$ cat src/rtl/tx_sched_pkg.sv
// Shared state encoding and header layout for the two-source tx frame scheduler.
package tx_sched_pkg;

   typedef enum logic [1:0] {
      IDLE,
      GRANT,
      STREAM,
      DONE
   } state_e;

   localparam int HDR_W        = 40;
   localparam int HDR_SYNC_LSB = 32;
   localparam int HDR_SRC_BIT  = 31;
   localparam int HDR_SEQ_LSB  = 0;

   localparam logic [7:0] SYNC_DEFAULT = 8'hA5;

   // Header word: {sync[7:0], src, 15'b0, seq[15:0]}
   function automatic logic [HDR_W-1:0] build_header(input logic [7:0]  sync,
                                                     input logic        src,
                                                     input logic [15:0] seq);
      logic [HDR_W-1:0] hdr;
      hdr                      = '0;
      hdr[HDR_SYNC_LSB +: 8]   = sync;
      hdr[HDR_SRC_BIT]         = src;
      hdr[HDR_SEQ_LSB +: 16]   = seq;
      return hdr;
   endfunction

endpackage

$ cat src/rtl/tx_frame_sched_rr_arb2.sv
// Two-way round-robin arbiter: the pointer source wins when it requests,
// otherwise the other source is granted.
module rr_arb2 (
   input  logic [1:0] req,
   input  logic       ptr,
   output logic       gnt_valid,
   output logic       gnt_idx
);

   always_comb begin
      gnt_valid = |req;
      gnt_idx   = req[ptr] ? ptr : ~ptr;
   end

endmodule

$ cat src/rtl/tx_frame_sched.sv
// Round-robin frame scheduler sharing the tx datapath between two sample FIFOs;
// each granted burst is a header word followed by BURST_LEN payload words.
module tx_frame_sched
   import tx_sched_pkg::*;
#(
   parameter int         DW        = 40,
   parameter int         BURST_LEN = 256,
   parameter logic [7:0] SYNC      = SYNC_DEFAULT
) (
   input  logic          clk125,
   input  logic          reset,
   input  logic          enable,
   input  logic          src0_afull,
   output logic          src0_rden,
   input  logic [DW-1:0] src0_q,
   input  logic          src1_afull,
   output logic          src1_rden,
   input  logic [DW-1:0] src1_q,
   output logic          tx_full,
   input  logic          tx_rden,
   output logic [DW-1:0] tx_data,
   output logic          grant_src,
   output logic          busy,
   output logic          overrun,
   output logic [15:0]   seq
);

   localparam int            CW       = $clog2(BURST_LEN + 1);
   localparam logic [CW-1:0] LAST_IDX = CW'(BURST_LEN - 1);
   localparam logic [CW-1:0] BURST_CW = CW'(BURST_LEN);

   state_e          state_q, state_d;
   logic [CW-1:0]   cnt_q, cnt_d;
   logic            gsrc_q, gsrc_d;
   logic            ptr_q, ptr_d;
   logic [15:0]     seq_q, seq_d;
   logic            ovr_q, ovr_d;
   logic            pay_vld_q, pay_vld_d;
   logic [DW-1:0]   hold_q, hold_d;

   logic            arb_vld;
   logic            arb_idx;
   logic            pay_rd;
   logic [DW-1:0]   gsrc_data;

   rr_arb2 u_arb (
      .req       ({src1_afull, src0_afull}),
      .ptr       (ptr_q),
      .gnt_valid (arb_vld),
      .gnt_idx   (arb_idx)
   );

   assign gsrc_data = gsrc_q ? src1_q : src0_q;

   // A payload FIFO read happens only in STREAM with words still owed; reset
   // suppresses it so an aborted frame does not pop a word nobody will use.
   assign pay_rd = tx_rden && !reset && (state_q == STREAM) && (cnt_q < BURST_CW);

   always_comb begin
      state_d   = state_q;
      cnt_d     = cnt_q;
      gsrc_d    = gsrc_q;
      ptr_d     = ptr_q;
      seq_d     = seq_q;
      ovr_d     = ovr_q;
      pay_vld_d = pay_rd;
      hold_d    = pay_vld_q ? gsrc_data : hold_q;

      unique case (state_q)
         IDLE: begin
            if (tx_rden) begin
               ovr_d = 1'b1;
            end
            if (enable && arb_vld) begin
               gsrc_d  = arb_idx;
               cnt_d   = '0;
               state_d = GRANT;
            end
         end
         GRANT: begin
            if (tx_rden) begin
               hold_d  = DW'(build_header(SYNC, gsrc_q, seq_q));
               state_d = STREAM;
            end
         end
         STREAM: begin
            if (pay_rd) begin
               cnt_d = cnt_q + CW'(1);
               if (cnt_q == LAST_IDX) begin
                  state_d = DONE;
               end
            end else if (tx_rden) begin
               ovr_d = 1'b1;
            end
         end
         DONE: begin
            if (tx_rden) begin
               ovr_d = 1'b1;
            end
            seq_d   = seq_q + 16'd1;
            ptr_d   = ~gsrc_q;
            state_d = IDLE;
         end
         default: begin
            state_d = IDLE;
         end
      endcase
   end

   always_ff @(posedge clk125) begin
      if (reset) begin
         state_q   <= IDLE;
         cnt_q     <= '0;
         gsrc_q    <= 1'b0;
         ptr_q     <= 1'b0;
         seq_q     <= '0;
         ovr_q     <= 1'b0;
         pay_vld_q <= 1'b0;
         hold_q    <= '0;
      end else begin
         state_q   <= state_d;
         cnt_q     <= cnt_d;
         gsrc_q    <= gsrc_d;
         ptr_q     <= ptr_d;
         seq_q     <= seq_d;
         ovr_q     <= ovr_d;
         pay_vld_q <= pay_vld_d;
         hold_q    <= hold_d;
      end
   end

   // Payload words come straight from the FIFO Q in the cycle after the read;
   // the hold register keeps the last shown word when no read is in flight.
   assign tx_data   = pay_vld_q ? gsrc_data : hold_q;
   assign src0_rden = pay_rd && !gsrc_q;
   assign src1_rden = pay_rd &&  gsrc_q;
   assign tx_full   = (state_q == GRANT) || (state_q == STREAM);
   assign busy      = (state_q == GRANT) || (state_q == STREAM);
   assign grant_src = gsrc_q;
   assign overrun   = ovr_q;
   assign seq       = seq_q;

endmodule

$ cat config.mk
export PLATFORM = sky130hd
export DESIGN_NAME = tx_frame_sched
export DESIGN_NICKNAME = d
export VERILOG_FILES = /design/src/rtl/tx_sched_pkg.sv /design/src/rtl/tx_frame_sched_rr_arb2.sv /design/src/rtl/tx_frame_sched.sv
export SDC_FILE = /design/constraint.sdc
export NUM_CORES = 1
export LEC_CHECK = 0
export BUFFER_PORTS_ARGS = -buffer_cell sky130_fd_sc_hd__buf_2
export CAP_MARGIN = 10
export CORE_MARGIN = 2
export CORE_UTILIZATION = 40
export DETAILED_ROUTE_END_ITERATION = 16
export GPL_ROUTABILITY_DRIVEN = 1
export PLACE_DENSITY = 0.72
export SETUP_SLACK_MARGIN = 0.4
export SLEW_MARGIN = 20
export SYNTH_ARGS = -nofsm -noshare
export SYNTH_HDL_FRONTEND = slang
export SYNTH_SLANG_ARGS = --single-unit
$ cat constraint.sdc
create_clock -name clk125 -period 1.9 [get_ports clk125]
set_input_delay 0.19 -clock clk125 [delete_from_list [all_inputs] [get_ports clk125]]
set_output_delay 0.19 -clock clk125 [all_outputs]
set_load 0.02 [all_outputs]
==> results.md, run 1 <==
* Final #Nets at 738
* Synth Cell Area at 3570 µm²
* Outcome: finished clean
* Post-synth ARST share at 0%
* Vias after detailed routing at 3934
* Seq/Total Area, Yosys at 39.9%
* Largest net degree at the start of global routing at 50
* CTS Buf Count at 9
* Crit. Startpoint: cnt_q[6]
* Post-synth cell types at 40
* LEAKAGE at 2.50 nW
* Die Y at 98.4 µm
* Remaining global-route overflow at 0
* Hold WS at 0.124 ns
* Post-route setup TNS at 0 ns
* Most frequent cells after synthesis: nor2_1, dfxtp_1, a21oi_1
* Vias in the first global route at 3852
* I/O pin total at 148
* Wire per inst at 16.2 µm
* Area fraction of the dominant cell type after synthesis at 39.9%
* Critical path required time at 2.11 ns
* Clock sink total at 71
* Initial core utilization at 41.1%
* Crit start category: flip-flop
* Gp weighted congestion at 0.837
* Routed WL at 12300 µm
* Hold Path Class: in -> reg
* Worst Skew at 0.0152 ns
* Final Core Density at 71.5%
* PwrDens at 934 nW/µm²
* Worst-case clock buffer depth at 2
* Count leader, synth: nor2_1
* Slew Viols, Final at 0
* Critical path type: reg -> reg
* Ant diodes at 0
* Final ANT Viol Nets at 0
* DRC viols at 0
* RR Startpoint: cnt_q[6]
* Starting DRT DRC Count at 124
* Mapped Nets at 535
* MaxCap Viol Count at 0
* First-pass GRT wire length at 18200 µm
* Top FF cell, synth: dfxtp_1
* DRT Pass-1 Iters at 4
* Worst EP arrival at 2.08 ns
* Share of cells above drive strength 1 at 53.5%
* Leading area contributor after synthesis: dfxtp_1
* CP max stage delay at 0.41 ns
* Clock latency on the worst-skew pair at 0.35 ns
* Hold Vio Cnt, Final at 0
* Cells along the critical path: nand2_1, nor3_4, ha_2, nand4bb_1, a222oi_1, buf_4, mux2i_1, nor2_1
* Die W at 98.4 µm
* Area contributors post-synth: dfxtp_1, mux2i_1, a21oi_1
* Flops & latches, synth at 71
* Initial antenna violation count at 0
* CTS H-tree lvls at 3
* Synth-to-Final Area Change at 74.0%
* Unrepaired setup endpoints after global routing: true
* CTS tree: yes
* GRT Overall Usage at 23.3%
* YS warnings at 0
* Final critical-path share of the clock period at 98.1%
* Max-slew headroom at 48.3%
* Hpwl dp at 6880 µm
* FMAX at 0.536 GHz
* CP Capture Type: flip-flop
* Clk root buf: clkbuf_8
* Min Clock Period, post-route at 1.86 ns
* Synth Instances at 441
* Actual slew at the worst max-slew pin at 0.767 ns
* Critical path peak fanout at 4
* Core area at 8680 µm²
* Hold Crit Start: reset
* Die area at 9690 µm²
* Syn avg cell area at 8.09 µm²
* Vias/cell at 5.20
* Number of placement rows at 34
* Peak supply drop at 0.000798 V
* Worst-path clk slew at 0.07 ns
* Setup violations, final at 0
* CP max-delay cell: dfxtp_1
* Port bufs at 147
* EDFF count, synth at 0
## logic make-up (layout without fill, tap and decap cells)
family | after synthesis | in the layout | synth area share, %
buffers and inverters | 38 | 246 | 4.63
xor gates and xnor gates | 13 | 13 | 3.19
muxes | 45 | 45 | 12.6
adders and majority gates | 8 | 8 | 2.81
DFF | 71 | 71 | 39.9
and+or+nand+nor | 181 | 181 | 23.8
AOI/OAI and AO/OA | 85 | 85 | 13.1
## path summary, 6_finish.rpt
kind | end | slack, ns | cells after the start
min reg2reg | overrun | 0.49 | 2
max | state_q[1] | 0.04 | 8
min | cnt_q[8] | 0.12 | 2
max reg2reg | state_q[1] | 0.04 | 8
## cell type report
class | instances | area, µm²
multi-input combinational | 332 | 2630
tap | 108 | 135
sequential | 71 | 1450
clock inverter | 6 | 68.8
fill | 593 | 2470
clock buffer | 10 | 128
timing repair buffer | 220 | 1750
inverter | 10 | 45.0
## power breakdown
part | leakage (nW) | internal (mW) | total [mW] | switching (mW)
registers | 0.581 | 1.63 | 1.72 | 0.0894
clock network | 0.0968 | 0.614 | 1.21 | 0.601
logic | 1.82 | 1.43 | 2.86 | 1.43
total | 2.50 | 3.68 | 5.80 | 2.12
## timing repair
| action | 4_1_cts | 5_1_grt |
|---|---|---|
| gates resized for setup | 126 | 65 |
| setup buffers | 41 | 15 |
| gates cloned | 6 | 0 |
| hold buffers | 0 | 0 |
| endpoints found under the setup margin | 103 | 81 |
| pin swaps | 39 | 19 |
## registers in the layout (all words and copies together), names as in the netlist
| signal | flops |
|---|---|
| cnt_q | 9 |
| grant_src | 1 |
| hold_q | 40 |
| overrun | 1 |
| pay_vld_q | 1 |
| ptr_q | 1 |
| seq | 16 |
| state_q | 2 |
## layer usage
layer	vias up	track usage, %	share of wire (%)
met5	-	0	0
met4	0	9.17	1.9
met3	20	4.61	4.9
met2	133	42.5	53
met1	1879	26.7	40
li1	1902	-	-
## critical path, delay by kind of cell, from the launching register on
| kind | cells | cell delay (ns) |
|---|---|---|
| AO/OA/AOI/OAI | 1 | 0.26 |
| adder cells (fa/ha/maj) | 1 | 0.18 |
| buffers and inverters | 1 | 0.20 |
| flip-flops | 1 | 0.41 |
| multiplexers | 1 | 0.19 |
| AND/OR/NAND/NOR | 4 | 0.48 |
## through the flow
stage | cell area, µm² | instances | setup slack, ns | power (mW)
finish | 6210 | 757 | 0.0354 | 5.80
global route | 6210 | 757 | -0.0762 | 6.08
detailed placement | 4630 | 679 | 0.0457 | 3.55
global placement | 4630 | 679 | 0.121 | 3.51
floorplan | 3780 | 441 | 0.165 | 3.04
CTS | 5810 | 742 | 0.122 | 5.49
## placed cells by master, fill, tap and decap left out, drive strengths merged, types with 3 or more instances in the layout
cell type and count:
a21oi 66, and2 3, buf 220, clkbuf 10
clkinv 4, dfxtp 71, ha 8, inv 10
mux2i 45, nand2 48, nand2b 4, nand3 8
nand4 6, nor2 74, nor2b 24, nor3 5
nor4 3, o21ai 7, xnor2 9, xor2 4
Note: power is estimated with default switching activity, not from simulation.
==> run 2, diff against run 1 <==
- CORE_ASPECT_RATIO: unset -> 1.2
- RECOVER_POWER: unset -> 25
- clock period: 1.9 -> 1.7 ns (I/O delays scaled with it)
==> run 2 against run 1 <==
Net effect: the run now ends with negative setup slack left; via count rose by 3.4%; sequential share of layout area fell by 1.4 points; setup slack got worse by 0.096 ns; clock skew fell by 0.0028 ns; total power rose by 24%; final cell count rose by 3.2%.
==> results.md, run 2 (same netlist as run 1, synthesis figures left out) <==
* Outcome: complete, but fails checks
* Violated checks: negative setup slack
* Clk root buf: clkbuf_8
* Unrepaired setup endpoints after global routing: true
* Die area at 9690 µm²
* Worst-path clk slew at 0.08 ns
* Most flops, register: hold_q
* Min Clock Period, post-route at 1.76 ns
* Post-route setup TNS at -0.401 ns
* CTS H-tree lvls at 3
* CP Capture Type: output port
* Vias/cell at 5.21
* Hpwl dp at 7140 µm
* Cells along the critical path: buf_6, clkbuf_16, mux2i_2, a21oi_2, buf_6
* Post-Place Setup Slack at -0.0640 ns
* Starting DRT DRC Count at 213
* CTS Hold Bufs at 0
* Final Worst Setup Slack at -0.0604 ns
* Remaining global-route overflow at 0
* Initial antenna violation count at 0
* Clock sink total at 71
* DRT Pass-1 Iters at 4
* Fill cells at 552
* Clock latency on the worst-skew pair at 0.35 ns
* I/O pin total at 148
* Worst EP arrival at 1.59 ns
* Peak supply drop at 0.000936 V
* CTS Buf Count at 9
* Gp weighted congestion at 0.804
* Crit start category: flip-flop
* PwrDens at 1080 nW/µm²
* LEAKAGE at 2.66 nW
* Die W at 90.2 µm
* Critical path peak fanout at 6
* DRC viols at 0
* MaxCap Viol Count at 0
* Slew Viols, Final at 0
* Most common cell after layout, fill and taps aside: buf_2
* Number of placement rows at 37
* Actual slew at the worst max-slew pin at 0.474 ns
* Initial core utilization at 41.4%
* Vias after detailed routing at 4066
* Final critical-path share of the clock period at 104%
* Vias in the first global route at 3854
* GRT Overall Usage at 23.3%
* CP max stage delay at 0.39 ns
* FMAX at 0.568 GHz
* Port bufs at 147
* Max reg flops at 40
* Non-Filler Instances at 781
* Placed Cells incl. Taps at 700
* Max-slew headroom at 68.4%
* DP Area at 4860 µm²
* CTS tree: yes
* CP max-delay cell: dfxtp_4
* Final ANT Viol Nets at 0
* First-pass GRT wire length at 18300 µm
* Critical path required time at 1.53 ns
* CP dominant cell by count: buf_6
* Hold Path Class: in -> reg
* Setup violations, final at 24
* Final #Nets at 753
* Worst Skew at 0.0124 ns
* Core area at 8610 µm²
* Routed WL at 13100 µm
* Ant diodes at 0
* Hold Vio Cnt, Final at 0
* Worst-case clock buffer depth at 2
* Die Y at 107 µm
* Critical path type: reg -> out
* Most frequent cells in the layout: buf_2, nor2_1, buf_4
* Wire per inst at 16.8 µm
* Synth-to-Final Area Change at 86.2%
* Share of cells above drive strength 1 at 56.5%
* Post-route cell area at 6640 µm²
* Largest net degree at the start of global routing at 47
## run 2: changes by cell type in the layout (fill, tap and decap cells not counted), sizes merged
cell | before | now
clkinv | 4 | 2
bufinv | 1 | 2
bufbuf | 0 | 1
clkbuf | 10 | 28
buf | 220 | 217
## run 2: final timing paths
check	from	end	slack, ns	cells past startpoint
setup / recovery	grant_src	tx_data[10]	-0.06	5
hold / removal	reset	grant_src	0.1	2
setup reg to reg	cnt_q[1]	state_q[1]	0	9
hold reg to reg	overrun	overrun	0.48	2
## run 2: what timing repair did
action,in CTS,in global routing
buffers inserted,35,23
cloned,6,1
setup endpoints to repair,93,113
resized for setup,148,73
pin swaps,41,45
## run 2: area by class of cell
class | count | area (µm²) | area share [%]
Clock buffer | 11 | 151 | 2.28
Sequential cell | 71 | 1460 | 22.0
Tap cell | 117 | 146 | 2.20
Timing Repair Buffer | 235 | 1910 | 28.7
Inverter | 10 | 47.5 | 0.716
Multi-Input combinational cell | 332 | 2850 | 42.9
Clock inverter | 5 | 78.8 | 1.19
## run 2: power by group
part	switching, mW	internal, mW
registers	0.103	1.82
clock network	0.671	0.905
logic	1.76	1.94
total	2.53	4.67
## run 2: critical path: cells and delay by family (launching register included)
kind            cells  cell delay, ns
flops               1            0.39
buf+inv             3            0.47
compound gates      1            0.22
mux                 1            0.16
## run 2: per-layer routing
metal  global-route usage (%)  wire [µm]  vias to the layer above
li1                         -          -                     1952
met1                     26.2       4910                     1936
met2                     43.7       7250                      145
met3                     5.11        585                       33
met4                     7.58        395                        0
met5                        0          0                        -
## run 2: stage by stage
step / utilization, % / hold WS [ns] / power, mW
after floorplan: - / 0.311 / 3.56
after global placement: 56.4 / 0.448 / 4.05
after detailed placement: 56.4 / 0.456 / 4.09
after CTS: 70.9 / 0.0777 / 6.65
after global routing: 77.1 / 0.0860 / 7.51
final: 77.1 / 0.0983 / 7.20
==> run 3, diff against run 2 <==
- BUFFER_PORTS_ARGS: -buffer_cell sky130_fd_sc_hd__buf_2 -> unset
- CORE_MARGIN: 2 -> unset
- DONT_BUFFER_PORTS: unset -> 1
- PLACE_DENSITY: 0.72 -> 0.57
==> run 3 against run 2 <==
Net effect: the run ends with negative hold slack, negative setup slack left; cell area shrank 6.3%; die area shrank 4.0%; global-route usage is essentially flat; setup slack lost 0.072 ns; total power shrank 2.7%; critical path type unchanged; highest routed layer unchanged.
==> results.md, run 3 (same netlist as run 1, synthesis figures left out) <==
* Hold Path Class: in -> reg
* Worst-case clock buffer depth at 2
* Max-slew headroom at 62.7%
* Total power at 7.01 mW
* Die W at 88.2 µm
* MaxCap Viol Count at 0
* Vias after detailed routing at 3595
* Remaining global-route overflow at 0
* Outcome: complete, but fails checks
* Most flops, register: hold_q
* Final #Nets at 646
* Initial core utilization at 41.4%
* Synth-to-Final Area Change at 74.5%
* Routed WL at 12000 µm
* Clock sink total at 71
* Final Worst Setup Slack at -0.133 ns
* Largest net degree at the start of global routing at 55
* DRT Pass-1 Iters at 5
* Clk root buf: clkbuf_8
* Vias in the first global route at 3411
* First-pass GRT wire length at 16500 µm
* Crit start category: flip-flop
* Post-Place Setup Slack at -0.0480 ns
* CTS tree: yes
* Hold WS at -0.129 ns
* GRT Overall Usage at 23.3%
* Critical path required time at 1.53 ns
* Share of cells above drive strength 1 at 50.6%
* Worst Skew at 0.00856 ns
* Critical path peak fanout at 7
* Setup violations, final at 26
* Peak supply drop at 0.00120 V
* Final Core Density at 72.2%
* Unrepaired setup endpoints after global routing: true
* Worst EP arrival at 1.66 ns
* Actual slew at the worst max-slew pin at 0.560 ns
* Violated checks: negative hold slack, negative setup slack
* Starting DRT DRC Count at 107
* Hpwl dp at 6630 µm
* Final critical-path share of the clock period at 108%
* Gp weighted congestion at 0.749
* PwrDens at 1130 nW/µm²
* Most frequent cells in the layout: nor2_1, dfxtp_1, buf_4
* Vias/cell at 5.33
* Hold Vio Cnt, Final at 46
* CTS Hold Bufs at 1
* Non-Filler Instances at 674
* CTS H-tree lvls at 3
* Die Y at 105 µm
* Wire per inst at 17.9 µm
* LEAKAGE at 2.29 nW
* Max reg flops at 40
* Fill cells at 630
* Most common cell after layout, fill and taps aside: nor2_1
* CTS Buf Count at 9
* Die area at 9300 µm²
* Initial antenna violation count at 0
* Port bufs at 0
* Worst-path clk slew at 0.07 ns
* Clock latency on the worst-skew pair at 0.35 ns
* Placed Cells incl. Taps at 601
* Min Clock Period, post-route at 1.83 ns
* Slew Viols, Final at 0
* Ant diodes at 0
* CP Capture Type: output port
* I/O pin total at 148
* Post-route setup TNS at -1.62 ns
* Number of placement rows at 37
* FMAX at 0.546 GHz
* Critical path type: reg -> out
* Core area at 8610 µm²
* Final ANT Viol Nets at 0
* DRC viols at 0
run 3: changes by cell type in the layout (fill, tap and decap cells not counted), moves of 5 or more:
cell	before	now
buf_4	66	57
clkbuf_16	1	6
a21oi_1	22	14
buf_2	86	0
dfxtp_1	55	62
clkbuf_1	16	7
buf_6	53	43
run 3: what timing repair did:
action / CTS / global route
hold endpoints to repair: 47 / 46
cloned: 3 / 5
setup buffers: 26 / 22
setup endpoints to repair: 100 / 98
pin swaps: 30 / 60
resized for setup: 87 / 105
run 3: critical path, stage by stage (launching register included):
cell	delay, ns
dfxtp_4	0.47
buf_12	0.15
buf_16	0.15
mux2i_2	0.27
a21oi_2	0.10
buf_4	0.17
run 3: final timing paths:
path | start | endpoint | slack, ns | depth (start not counted)
hold / removal | reset | cnt_q[0] | -0.13 | 1
setup / recovery | grant_src | tx_data[25] | -0.13 | 5
hold reg to reg | ptr_q | ptr_q | 0.49 | 2
setup reg to reg | cnt_q[1] | state_q[1] | -0.01 | 9
run 3: final cells by class:
class                           instances  area (µm²)  share of cell area (%)
Tap cell                              117         146                    2.35
Clock buffer                           10         149                    2.39
Inverter                               10        47.5                   0.764
Multi-Input combinational cell        332        2970                    47.7
Sequential cell                        71        1450                    23.2
Timing Repair Buffer                  128        1380                    22.2
Clock inverter                          6        81.3                    1.31
run 3: through the flow:
step | hold slack (ns) | area, µm²
6_report | -0.129 | 6220
5_1_grt | -0.144 | 6220
3_3_place_gp | 0.239 | 4480
3_5_place_dp | 0.237 | 4480
4_1_cts | -0.144 | 5420
2_1_floorplan | 0.311 | 3960
run 3: report_power, final:
part / leakage [nW] / internal (mW) / switching, mW
clock: 0.115 / 0.905 / 0.642
sequential: 0.580 / 1.82 / 0.129
combinational: 1.60 / 1.84 / 1.67
total: 2.29 / 4.57 / 2.44
run 3: layer usage:
layer	global-route usage [%]	share of wire, %	vias to the layer above
met2	41.7	54	115
li1	-	-	1722
met1	26.4	36	1726
met4	8.53	3.3	0
met3	5.32	5.8	32
met5	0	0	-
